File: src/rtl/tetris_render.sv
// rtl/tetris_render.sv - playfield/piece/border pixel source for the vga block
// Builds each 16-pixel group one group ahead of the beam and pulses frame_tick at vblank.

module tetris_render #(
   parameter int          H_VIS        = 800,
   parameter int          V_VIS        = 600,
   parameter int          H_TOTAL      = 1040,
   parameter int          V_TOTAL      = 666,
   parameter int          PF_X0        = 20,
   parameter int          PF_Y0        = 8,
   parameter int          PF_W         = 10,
   parameter int          PF_H         = 20,
   parameter logic [2:0]  BORDER_COLOR = 3'b111,
   parameter logic [2:0]  BG_COLOR     = 3'b000
) (
   input  logic        clk,
   input  logic        rst,
   input  logic [10:0] cnt_X,
   input  logic [9:0]  cnt_Y,
   output logic [47:0] pixels,
   output logic        brd_rd_en,
   output logic [7:0]  brd_addr,
   input  logic [2:0]  brd_data,
   input  logic [15:0] piece_mask,
   input  logic [3:0]  piece_x,
   input  logic [4:0]  piece_y,
   input  logic [2:0]  piece_color,
   output logic        frame_tick
);

   typedef enum logic [2:0] {IDLE, ADDR, WAIT, BUILD, HOLD} state_t;

   localparam logic [6:0]        G_WRAP = 7'(H_TOTAL / 16);
   localparam logic signed [8:0] X0_S   = 9'(PF_X0);
   localparam logic signed [8:0] Y0_S   = 9'(PF_Y0);
   localparam logic signed [8:0] W_S    = 9'(PF_W);
   localparam logic signed [8:0] H_S    = 9'(PF_H);
   localparam logic signed [8:0] ZERO_S = 9'sd0;
   localparam logic signed [8:0] M1_S   = -9'sd1;
   localparam logic signed [8:0] THR_S  = 9'sd3;

   state_t state, state_nxt;

   logic [3:0]        nib;
   logic [6:0]        gx_raw, gx;
   logic [9:0]        ty;
   logic signed [8:0] c_t, r_t;
   logic              in_pf_t, vis_t, start, tick_now;
   logic [7:0]        addr_t;

   logic signed [8:0] c_q, r_q;
   logic [3:0]        ylo_q;
   logic              vis_q, inpf_q;
   logic [2:0]        cell_q;
   logic [47:0]       next_pix, pix_t;

   logic [15:0]       sh_mask;
   logic [3:0]        sh_x;
   logic [4:0]        sh_y;
   logic [2:0]        sh_col;

   logic signed [8:0] dx, dy;
   logic              covered, ring, occ;
   logic [2:0]        col;

   assign nib      = cnt_X[3:0];
   assign start    = (state == IDLE) && (nib == 4'd8);
   assign tick_now = (cnt_Y == 10'(V_VIS)) && (cnt_X == 11'd0);

   // Target group is one ahead of the beam; the last group of a line targets the next line.
   always_comb begin
      gx_raw = cnt_X[10:4] + 7'd1;
      gx     = gx_raw;
      ty     = cnt_Y;
      if (gx_raw == G_WRAP) begin
         gx = '0;
         ty = (cnt_Y == 10'(V_TOTAL - 1)) ? '0 : cnt_Y + 10'd1;
      end
      c_t     = $signed({2'b00, gx}) - X0_S;
      r_t     = $signed({3'b000, ty[9:4]}) - Y0_S;
      in_pf_t = (c_t >= ZERO_S) && (c_t < W_S) && (r_t >= ZERO_S) && (r_t < H_S);
      vis_t   = ({gx, 4'b0000} < 11'(H_VIS)) && (ty < 10'(V_VIS));
      addr_t  = 8'(r_t[7:0] * 8'(PF_W)) + c_t[7:0];
   end

   always_ff @(posedge clk or negedge rst) begin
      if (!rst) state <= IDLE;
      else      state <= state_nxt;
   end

   always_comb begin
      state_nxt = state;
      case (state)
         IDLE:    if (nib == 4'd8) state_nxt = ADDR;
         ADDR:    state_nxt = WAIT;
         WAIT:    state_nxt = BUILD;
         BUILD:   state_nxt = HOLD;
         HOLD:    if (nib != 4'd12 && nib != 4'd13) state_nxt = IDLE;
         default: state_nxt = IDLE;
      endcase
   end

   // Colour selection for the latched target cell, first match wins.
   always_comb begin
      dx      = c_q - $signed({5'b00000, sh_x});
      dy      = r_q - $signed({4'b0000, sh_y});
      covered = inpf_q && (dx >= ZERO_S) && (dx <= THR_S) && (dy >= ZERO_S) && (dy <= THR_S)
                && sh_mask[{dy[1:0], dx[1:0]}];
      ring    = ((c_q == M1_S || c_q == W_S) && (r_q >= M1_S) && (r_q <= H_S)) ||
                ((r_q == M1_S || r_q == H_S) && (c_q >= M1_S) && (c_q <= W_S));
      occ     = 1'b0;
      col     = BG_COLOR;
      if (!vis_q) begin
         col = 3'b000;
      end else if (covered) begin
         col = sh_col;
         occ = 1'b1;
      end else if (inpf_q && cell_q != 3'b000) begin
         col = cell_q;
         occ = 1'b1;
      end else if (ring) begin
         col = BORDER_COLOR;
      end
      pix_t = '0;
      for (int k = 0; k < 16; k++)
         pix_t[3*k +: 3] = (occ && (k == 0 || ylo_q == 4'd0)) ? 3'b000 : col;
   end

   always_ff @(posedge clk or negedge rst) begin
      if (!rst) begin
         pixels     <= '0;
         brd_rd_en  <= 1'b0;
         brd_addr   <= '0;
         frame_tick <= 1'b0;
         sh_mask    <= '0;
         sh_x       <= '0;
         sh_y       <= '0;
         sh_col     <= '0;
         c_q        <= '0;
         r_q        <= '0;
         ylo_q      <= '0;
         vis_q      <= 1'b0;
         inpf_q     <= 1'b0;
         cell_q     <= '0;
         next_pix   <= '0;
      end else begin
         brd_rd_en  <= 1'b0;
         frame_tick <= tick_now;
         if (tick_now) begin
            sh_mask <= piece_mask;
            sh_x    <= piece_x;
            sh_y    <= piece_y;
            sh_col  <= piece_color;
         end
         if (start) begin
            c_q       <= c_t;
            r_q       <= r_t;
            ylo_q     <= ty[3:0];
            vis_q     <= vis_t;
            inpf_q    <= in_pf_t;
            brd_rd_en <= in_pf_t;
            if (in_pf_t) brd_addr <= addr_t;
         end
         if (state == WAIT)  cell_q   <= brd_data;
         if (state == BUILD) next_pix <= pix_t;
         if (state == HOLD && nib == 4'd14) pixels <= next_pix;
      end
   end

endmodule

File: config.mk
export PLATFORM = sky130hd
export DESIGN_NAME = tetris_render
export DESIGN_NICKNAME = d
export VERILOG_FILES = /design/src/rtl/tetris_render.sv
export SDC_FILE = /design/constraint.sdc
export NUM_CORES = 1
export LEC_CHECK = 0
export ABC_CLOCK_PERIOD_IN_PS = 5200
export BUFFER_PORTS_ARGS = -buffer_cell sky130_fd_sc_hd__buf_2
export CORE_MARGIN = 2
export CORE_UTILIZATION = 55
export CTS_CLUSTER_SIZE = 12
export DETAILED_ROUTE_END_ITERATION = 8
export PLACE_DENSITY_LB_ADDON = 0.15
export SYNTH_ARGS = -nofsm -noshare
export SYNTH_HDL_FRONTEND = slang
export SYNTH_SLANG_ARGS = --single-unit
File: constraint.sdc
create_clock -name clk -period 5.2 [get_ports clk]
set_input_delay 0.52 -clock clk [delete_from_list [all_inputs] [get_ports clk]]
set_output_delay 0.52 -clock clk [all_outputs]
set_load 0.02 [all_outputs]
# Word-level counts from Yosys, hierarchy flattened
# Cells that the tools add are included.
# word_totals
output_inout_bits	58
ff_bits	161
word_cells	102
# classes
reduce_logical	28
mul	1
n_mux	18
n_lt_le_gt_ge	15
n_eq_ne	17
add_sub_neg	7
# ops
op	count
$mux 3	8
$eq 10x10->1 const B	2
$mux 10	2
$logic_and 1x1->1	19
$ge 9x1->1 const B	2
$le 9x3->1 const B	2
$ge 8x1->1 const B	2
$pmux 3 s5	1
$ge 7x1->1 const B	2
$logic_not 11->1	1
$lt 11x10->1 const B	1
$add 10x1->10 const B	1
$lt 10x10->1 const B	1
$sub 8x5->9	1
$add 8x8->8	1
$eq 4x4->1 const B	2
$eq 8x1->1 const B	1
$eq 8x5->1 const B	1
$le 8x5->1 const B	1
$lt 8x5->1 const B	1
$mul 8x3->7 const B	1
$ne 4x4->1 const B	2
$sub 7x5->8 const B	1
$sub 7x6->8	1
21 further kinds	29

# Depth between registers and ports, before layout
# Gate-level depths: netlist of run 1.
# logic_depth
ltp_word	11
ltp_mapped	22
depth_no_buf	21

# Worst setup path before layout of run 1
# Ideal clock, no wire load.
# synth_path
path_kind	input-to-reg
start	input port cnt_X[4]
end	register brd_addr[7]
required_time_ps	5075
arrival_time_ps	4666
n_path_buf	1
setup_slack_ps	409
setup_time_ps	125
path_stages	20
cell_sequence	ha_1 or3_1 o31ai_4 o2111ai_2 clkbuf_1 or2_2 o31a_1 ha_1 inv_1 ha_1 inv_1 fa_1 inv_1 ha_1 o21ai_0 o21bai_1 a21oi_1 xnor2_1 xnor2_1 mux2_2
# synth_between
elab_cells_between_ends	16
# synth_lines
item	line	text
start, declared	18	input logic [10:0] cnt_X,
$add 7x1->7 (*)	72	gx_raw = cnt_X[10:4] + 7'd1;
$eq 7x7->1 (*)	75	if (gx_raw == G_WRAP) begin
$mux 10 (*)	75	
$sub 6x4->7 (*)	80	r_t = $signed({3'b000, ty[9:4]}) - Y0_S;
net r_t[4]	47	logic signed [8:0] c_t, r_t;
parallel branches: the longest is 4 deep, another holds $mul 8x3->7	n/a	
end signal, assigned	162	if (in_pf_t) brd_addr <= addr_t;
end, declared	22	output logic [7:0] brd_addr,
# Mark *: on every way through the listed nets, which the timed path passes.
# A chain may end at the register's enable or synchronous reset.

# Worst setup path after layout of run 1
# Same ends and word-level chain as after synthesis.

==> results of run 1 <==
cell type report:
class | count | area (sq um) | share of cell area
tap | 133 | 166 | 0.0283
inverter | 37 | 139 | 0.0237
timing repair buffer | 115 | 588 | 0.100
multi-input combinational | 368 | 2890 | 0.492
sequential | 77 | 1930 | 0.328
clock inverter | 2 | 10.0 | 0.00170
clock buffer | 12 | 155 | 0.0264
cell families after synthesis:
family	Yosys count	share of synthesized area
and+or+nand+nor	155	0.156
AOI/OAI and AO/OA	101	0.126
buffers and inverters	93	0.102
DFF	77	0.360
muxes	55	0.129
adders and majority gates	37	0.0921
xor gates and xnor gates	20	0.0353
synth_stat cells, drive strengths merged (9+ instances only):
cell type | n | share of area
inv | 37 | 0.026
buf | 47 | 0.068
nor2b | 11 | 0.013
nor2 | 23 | 0.016
dfrtp | 77 | 0.36
clkbuf | 9 | 0.0082
o21ai | 40 | 0.039
xnor2 | 14 | 0.023
ha | 33 | 0.077
a21oi | 15 | 0.014
nand2 | 51 | 0.036
nor3 | 15 | 0.017
mux2 | 44 | 0.097
sequential cells by signal, summed over array words and instances, names as in the netlist:
register    flops
brd_addr        8
brd_rd_en       1
c_q             8
cell_q          3
frame_tick      1
inpf_q          1
next_pix        6
pixels          6
r_q             7
sh_col          3
sh_mask        16
sh_x            4
sh_y            5
state           3
vis_q           1
ylo_q           4
final timing paths:
kind	depth (start not counted)	from	endpoint	slack (ns)
setup / recovery	20	cnt_X[4]	brd_addr[7]$_DFFE_PN0P_	0.59
hold / removal	1	rst	sh_mask[1]$_DFFE_PN0P_	0.31
setup reg to reg	8	c_q[0]$_DFFE_PN0P_	next_pix[45]$_DFFE_PN0P_	2.15
hold reg to reg	2	next_pix[1]$_DFFE_PN0P_	next_pix[1]$_DFFE_PN0P_	0.47
max in group asynchronous	1	rst	sh_col[0]$_DFFE_PN0P_	4.29
min in group clk	3	piece_y[4]	sh_y[4]$_DFFE_PN0P_	0.37
routing by layer:
metal	vias up	GRT usage	wire, microns
li1	2004	-	-
met1	1977	0.286	4990
met2	113	0.381	5460
met3	19	0.0339	507
met4	0	0.0718	165
met5	-	0	0
through the flow:
stage | std cells | setup slack, ns | total power [uW] | util | area [sq um]
floorplan | 538 | 0.409 | 1190 | - | 5360
CTS | 744 | 0.618 | 1750 | 0.612 | 5870
detailed placement | 730 | 0.249 | 1340 | 0.595 | 5710
global placement | 730 | 0.386 | 1320 | 0.595 | 5710
global route | 744 | 0.344 | 1860 | 0.612 | 5870
finish | 744 | 0.588 | 1740 | 0.612 | 5870
power by group through the flow:
| stage | logic, uW | clock network, uW | registers [uW] |
|---|---|---|---|
| final | 536 | 400 | 799 |
| after global routing | 610 | 434 | 813 |
| after CTS | 542 | 407 | 797 |
| after detailed placement | 537 | 0 | 808 |
| after global placement | 521 | 0 | 801 |
| after floorplan | 418 | 0 | 770 |
critical path, cell delays in order:
cell and delay [ns]:
buf_2 0.14, ha_1 0.28, or3_1 0.45, o31ai_4 0.10, o2111ai_2 0.18, o31ai_1 0.44, inv_1 0.17, ha_1 0.36
inv_1 0.07, ha_1 0.30, inv_1 0.06, fa_1 0.53, inv_1 0.04, ha_1 0.29, o21ai_0 0.12, o21bai_1 0.15
a21oi_1 0.09, xnor2_1 0.14, xnor2_1 0.13, mux2_2 0.27
==> summary.txt, run 1 <==
Pwr
  • Sequential power share: 0.460
  • Gate power share: 0.309
  • Worst vdd ir: 0.147 mV
  • Psw: 591 uW
  • Clk pwr share: 0.231
  • Fraction of power spent switching nets: 0.341
  • Power per Cell Area: 296 mW/mm^2
  • Pleak: 0.00305 uW
  • Internal power: 1140 uW

Floorplan
  • Die area: 0.0105 sq mm
  • Core footprint: 0.00959 sq mm
  • Starting density of the core: 0.558
  • IO Pins: 112
  • Die width: 103 microns
  • DIE HEIGHT: 103 microns
  • # rows: 36

Timing
  • Tmin final: 4.61 ns
  • Setup TNS: 0 ns
  • Clock Skews: 0.00775 ns
  • Slew HR: 0.375
  • Worst Tran Pin Value: 0.934 ns
  • Final hold violation count: 0
  • WHS: 0.307 ns
  • Final setup viols: 0
  • Final Cycle Share: 0.887
  • Slew Limit Fails: 0
  • Fmax: 217 MHz
  • RSZ-0062 raised after global routing: no

Setup path
  • Startpoint types: primary input
  • Crit path DAT: 4.85 ns
  • CP max FO: 8
  • Crit path kind: primary input to flop
  • Critical Path End Type: flop
  • Worst endpoint required time: 5.44 ns

Global routing
  • Largest net degree at the start of global routing: 78
  • First-pass GRT wire length: 18.2 mm
  • Remaining Overflow, GRT: 0
  • Number of global-route vias before repair: 3869
  • Initial antenna violation count: 0
  • Overall routing resource usage: 0.221

Logic synthesis
  • Ys async rst share: 1.00
  • Most used DFF post-synth: dfrtp_1
  • Synth Net Count: 629
  • Yosys warning total: 0
  • Post-Syn Instances: 538
  • Register area share after synthesis: 0.360
  • Distinct cells, synth: 70
  • Synthesized cell area: 0.00536 sq mm
  • Post-synth EDFFs: 0
  • Flops & latches, synth: 77
  • Syn_area_per_cell: 9.95 sq um

Clocking
  • Total CTS buffers: 9
  • TritonCTS clock tree: done
  • CTS sink count: 77
  • Clock buffer depth: 2
  • H-tree depth: 3
  • Skew-Pair Late Insertion Delay: 0.35 ns
  • Post-cts sizing count: 0
  • CTS clk-pin slew, worst paths: 0.07 ns
  • Post-CTS Setup Inserts: 0
  • Root Driver: clkbuf_8
  • CTS Hold Bufs: 0

Routing
  • Routed Antenna Nets: 0
  • Vias post-DR: 4113
  • Drt via density: 5.53
  • Iter 0 DRT Violations: 111
  • DRC viols: 0
  • DR pass1 iterations: 4
  • Avg WL per Cell: 15.0 microns
  • Final wirelength: 11.1 mm

Placed design
  • Placer Congestion: 0.905
  • Final HPWL DP: 8.66 mm
  • Port bufs: 111

Layout
  • Layout fillers: 841
  • Ant. Diodes: 0
  • Syn-to-layout area delta: 9.65%
  • Most common cell after layout, fill and taps aside: buf_2
  • Layout cell share with drive strength beyond 1: 0.322
  • Most frequent cells in the layout: buf_2, dfrtp_1, nand2_1
  • Final net count: 699

Hold path
  • Worst hold path type: primary input to async pin

Job
  • Number of max-cap violations: 0

Outcome
  • Outcome: finished clean
(Power assumes the default switching activity.)
==> run 2: changes to the inputs <==
--- a/config.mk
+++ b/config.mk
@@ -5,10 +5,10 @@
 export SDC_FILE = /design/constraint.sdc
 export NUM_CORES = 1
 export LEC_CHECK = 0
-export ABC_CLOCK_PERIOD_IN_PS = 5200
+export ABC_CLOCK_PERIOD_IN_PS = 4000
 export BUFFER_PORTS_ARGS = -buffer_cell sky130_fd_sc_hd__buf_2
 export CORE_MARGIN = 2
-export CORE_UTILIZATION = 55
+export CORE_UTILIZATION = 50
 export CTS_CLUSTER_SIZE = 12
 export DETAILED_ROUTE_END_ITERATION = 8
 export PLACE_DENSITY_LB_ADDON = 0.15
==> constraint.sdc (replaced) <==
create_clock -name clk -period 4 [get_ports clk]
set_input_delay 0.4 -clock clk [delete_from_list [all_inputs] [get_ports clk]]
set_output_delay 0.4 -clock clk [all_outputs]
set_load 0.02 [all_outputs]
==> run 2 against run 1 <==
The run now ends with setup timing left. Final cell count increased by 9.4%. Combinational power increased by 53%. Worst setup slack got worse by 0.64 ns. Non-clock buffer count grew 65. Register-to-register slack got worse by 1.2 ns. Cell area rose by 12%. Critical path type unchanged. Critical endpoint unchanged. Largest power group unchanged.
==> summary.txt, run 2 (same netlist as run 1, synthesis figures left out) <==
Layout
  • Post-layout util: 0.635
  • Top reg by flops: sh_mask
  • Most frequent cells in the layout: buf_2, dfrtp_1, buf_4
  • Biggest regs: sh_mask x16, brd_addr x8, c_q x8
  • Most common cell after layout, fill and taps aside: buf_2
  • Layout Cells excl Fill: 814
  • Final net count: 764
  • Max reg flops: 16
  • Ant. Diodes: 0
  • Syn-to-layout area delta: 23.0%
  • Layout fillers: 888
  • Layout cell share with drive strength beyond 1: 0.414

Routing
  • Vias post-DR: 4401
  • Final wirelength: 12.6 mm
  • DR pass1 iterations: 5
  • Iter 0 DRT Violations: 170
  • Drt via density: 5.41
  • Routed Antenna Nets: 0
  • DRC viols: 0
  • Avg WL per Cell: 15.5 microns

Global routing
  • Overall routing resource usage: 0.228
  • Initial antenna violation count: 0
  • Remaining Overflow, GRT: 0
  • Number of global-route vias before repair: 4263
  • First-pass GRT wire length: 20.6 mm
  • Largest net degree at the start of global routing: 78

Setup path
  • Setup crit end: brd_addr[7]$_DFFE_PN0P_
  • Worst reg2reg path endpoint: next_pix[45]$_DFFE_PN0P_
  • CP startpoint: cnt_X[4]
  • Critical Path End Type: flop
  • Crit path DAT: 4.29 ns
  • Worst endpoint required time: 4.24 ns
  • Cells on worst reg2reg path: 8
  • Startpoint types: primary input
  • Crit path kind: primary input to flop
  • Reg2reg start: c_q[0]$_DFFE_PN0P_
  • Reg-to-reg slack, setup: 0.93 ns
  • CP max FO: 5

Timing
  • Tmin final: 4.05 ns
  • Final hold violation count: 0
  • RSZ-0062 raised after global routing: yes
  • Final Cycle Share: 1.01
  • Slew HR: 0.341
  • Worst Tran Pin Value: 0.988 ns
  • Slew Limit Fails: 0
  • Fmax: 247 MHz
  • Clock Skews: 0.00804 ns
  • Final setup viols: 1
  • Final WS setup: -0.0469 ns

Clocking
  • TritonCTS clock tree: done
  • CTS clk-pin slew, worst paths: 0.08 ns
  • CTS sink count: 77
  • H-tree depth: 3
  • Total CTS buffers: 9
  • Skew-Pair Late Insertion Delay: 0.36 ns
  • Root Driver: clkbuf_8
  • Clock buffer depth: 2

Placed design
  • Final HPWL DP: 9.70 mm
  • Placer Congestion: 0.908
  • DP Worst Slack: -0.444 ns
  • Inst Count DP: 790
  • Port bufs: 111

Floorplan
  • # rows: 37
  • Die area: 0.0116 sq mm
  • Starting density of the core: 0.516
  • Core footprint: 0.0104 sq mm
  • IO Pins: 112
  • DIE HEIGHT: 107 microns
  • Die width: 107 microns

Outcome
  • Failing checks: setup timing
  • Outcome: finished, violations left

Hold path
  • Worst hold path type: primary input to async pin

Pwr
  • Worst vdd ir: 0.163 mV
  • Power per Cell Area: 383 mW/mm^2
  • Pleak: 0.00343 uW

Job
  • Number of max-cap violations: 0
-- run 2: worst min path at each step --
stage,start,cells past startpoint,endpoint
after floorplan,rst,0,brd_addr[0]$_DFFE_PN0P_
after global placement,next_pix[2]$_DFFE_PN0P_,2,next_pix[2]$_DFFE_PN0P_
after detailed placement,next_pix[1]$_DFFE_PN0P_,2,next_pix[1]$_DFFE_PN0P_
after CTS,rst,1,sh_mask[7]$_DFFE_PN0P_
after global routing,piece_mask[5],2,sh_mask[5]$_DFFE_PN0P_
final,rst,1,sh_y[2]$_DFFE_PN0P_
-- run 2: per-layer routing --
metal / up-vias / global-route usage / part of all wire
met5: - / 0 / 0
met4: 0 / 0.0760 / 0.020
met3: 20 / 0.0430 / 0.053
met2: 141 / 0.370 / 0.48
met1: 2100 / 0.307 / 0.45
li1: 2140 / - / -
-- run 2: where the power goes --
group	total (uW)	internal (uW)	leakage, uW	switching, uW
logic	822	417	0.00232	405
registers	1040	896	0.000999	149
clock network	655	352	0.000110	303
total	2520	1660	0.00343	858
-- run 2: layout make-up --
type	instances	area [sq um]	area share
multi-input cells	368	3030	0.460
flip-flops and latches	77	1930	0.293
repair buffers	180	1100	0.168
well taps	136	170	0.0258
inverters	37	141	0.0215
clock buffers	10	128	0.0194
clock inverters	6	87.6	0.0133
-- run 2: critical path: stages --
cell	delay (ns)
buf_8	0.10
ha_4	0.16
or3_4	0.40
o31ai_4	0.09
o2111ai_4	0.21
or2_4	0.27
o31a_1	0.33
ha_4	0.30
inv_4	0.04
ha_4	0.26
inv_2	0.04
fa_1	0.55
inv_2	0.05
ha_4	0.27
o21ai_4	0.05
o21bai_1	0.12
a21oi_1	0.10
xnor2_1	0.20
xnor2_1	0.08
mux2_4	0.26
-- run 2: per-stage QoR --
step | cell area, sq um | setup TNS, ns | hold slack, ns | power (uW)
6_report | 6590 | -0.0469 | 0.192 | 2520
5_1_grt | 6590 | -0.173 | 0.250 | 2690
4_1_cts | 6450 | 0 | 0.239 | 2510
3_5_place_dp | 6230 | -1.47 | 0.464 | 1850
3_3_place_gp | 6230 | -1.03 | 0.461 | 1810
2_1_floorplan | 5460 | -0.417 | 0.104 | 1560
-- run 2: timing repair --
item / CTS / global route
setup buffers: 0 / 8
pin swaps: 3 / 15
gates resized for setup: 1 / 21
hold buffers: 0 / 0
endpoints found under the setup margin: 1 / 1
hold endpoints to repair: 0 / 0
cloned: 0 / 0
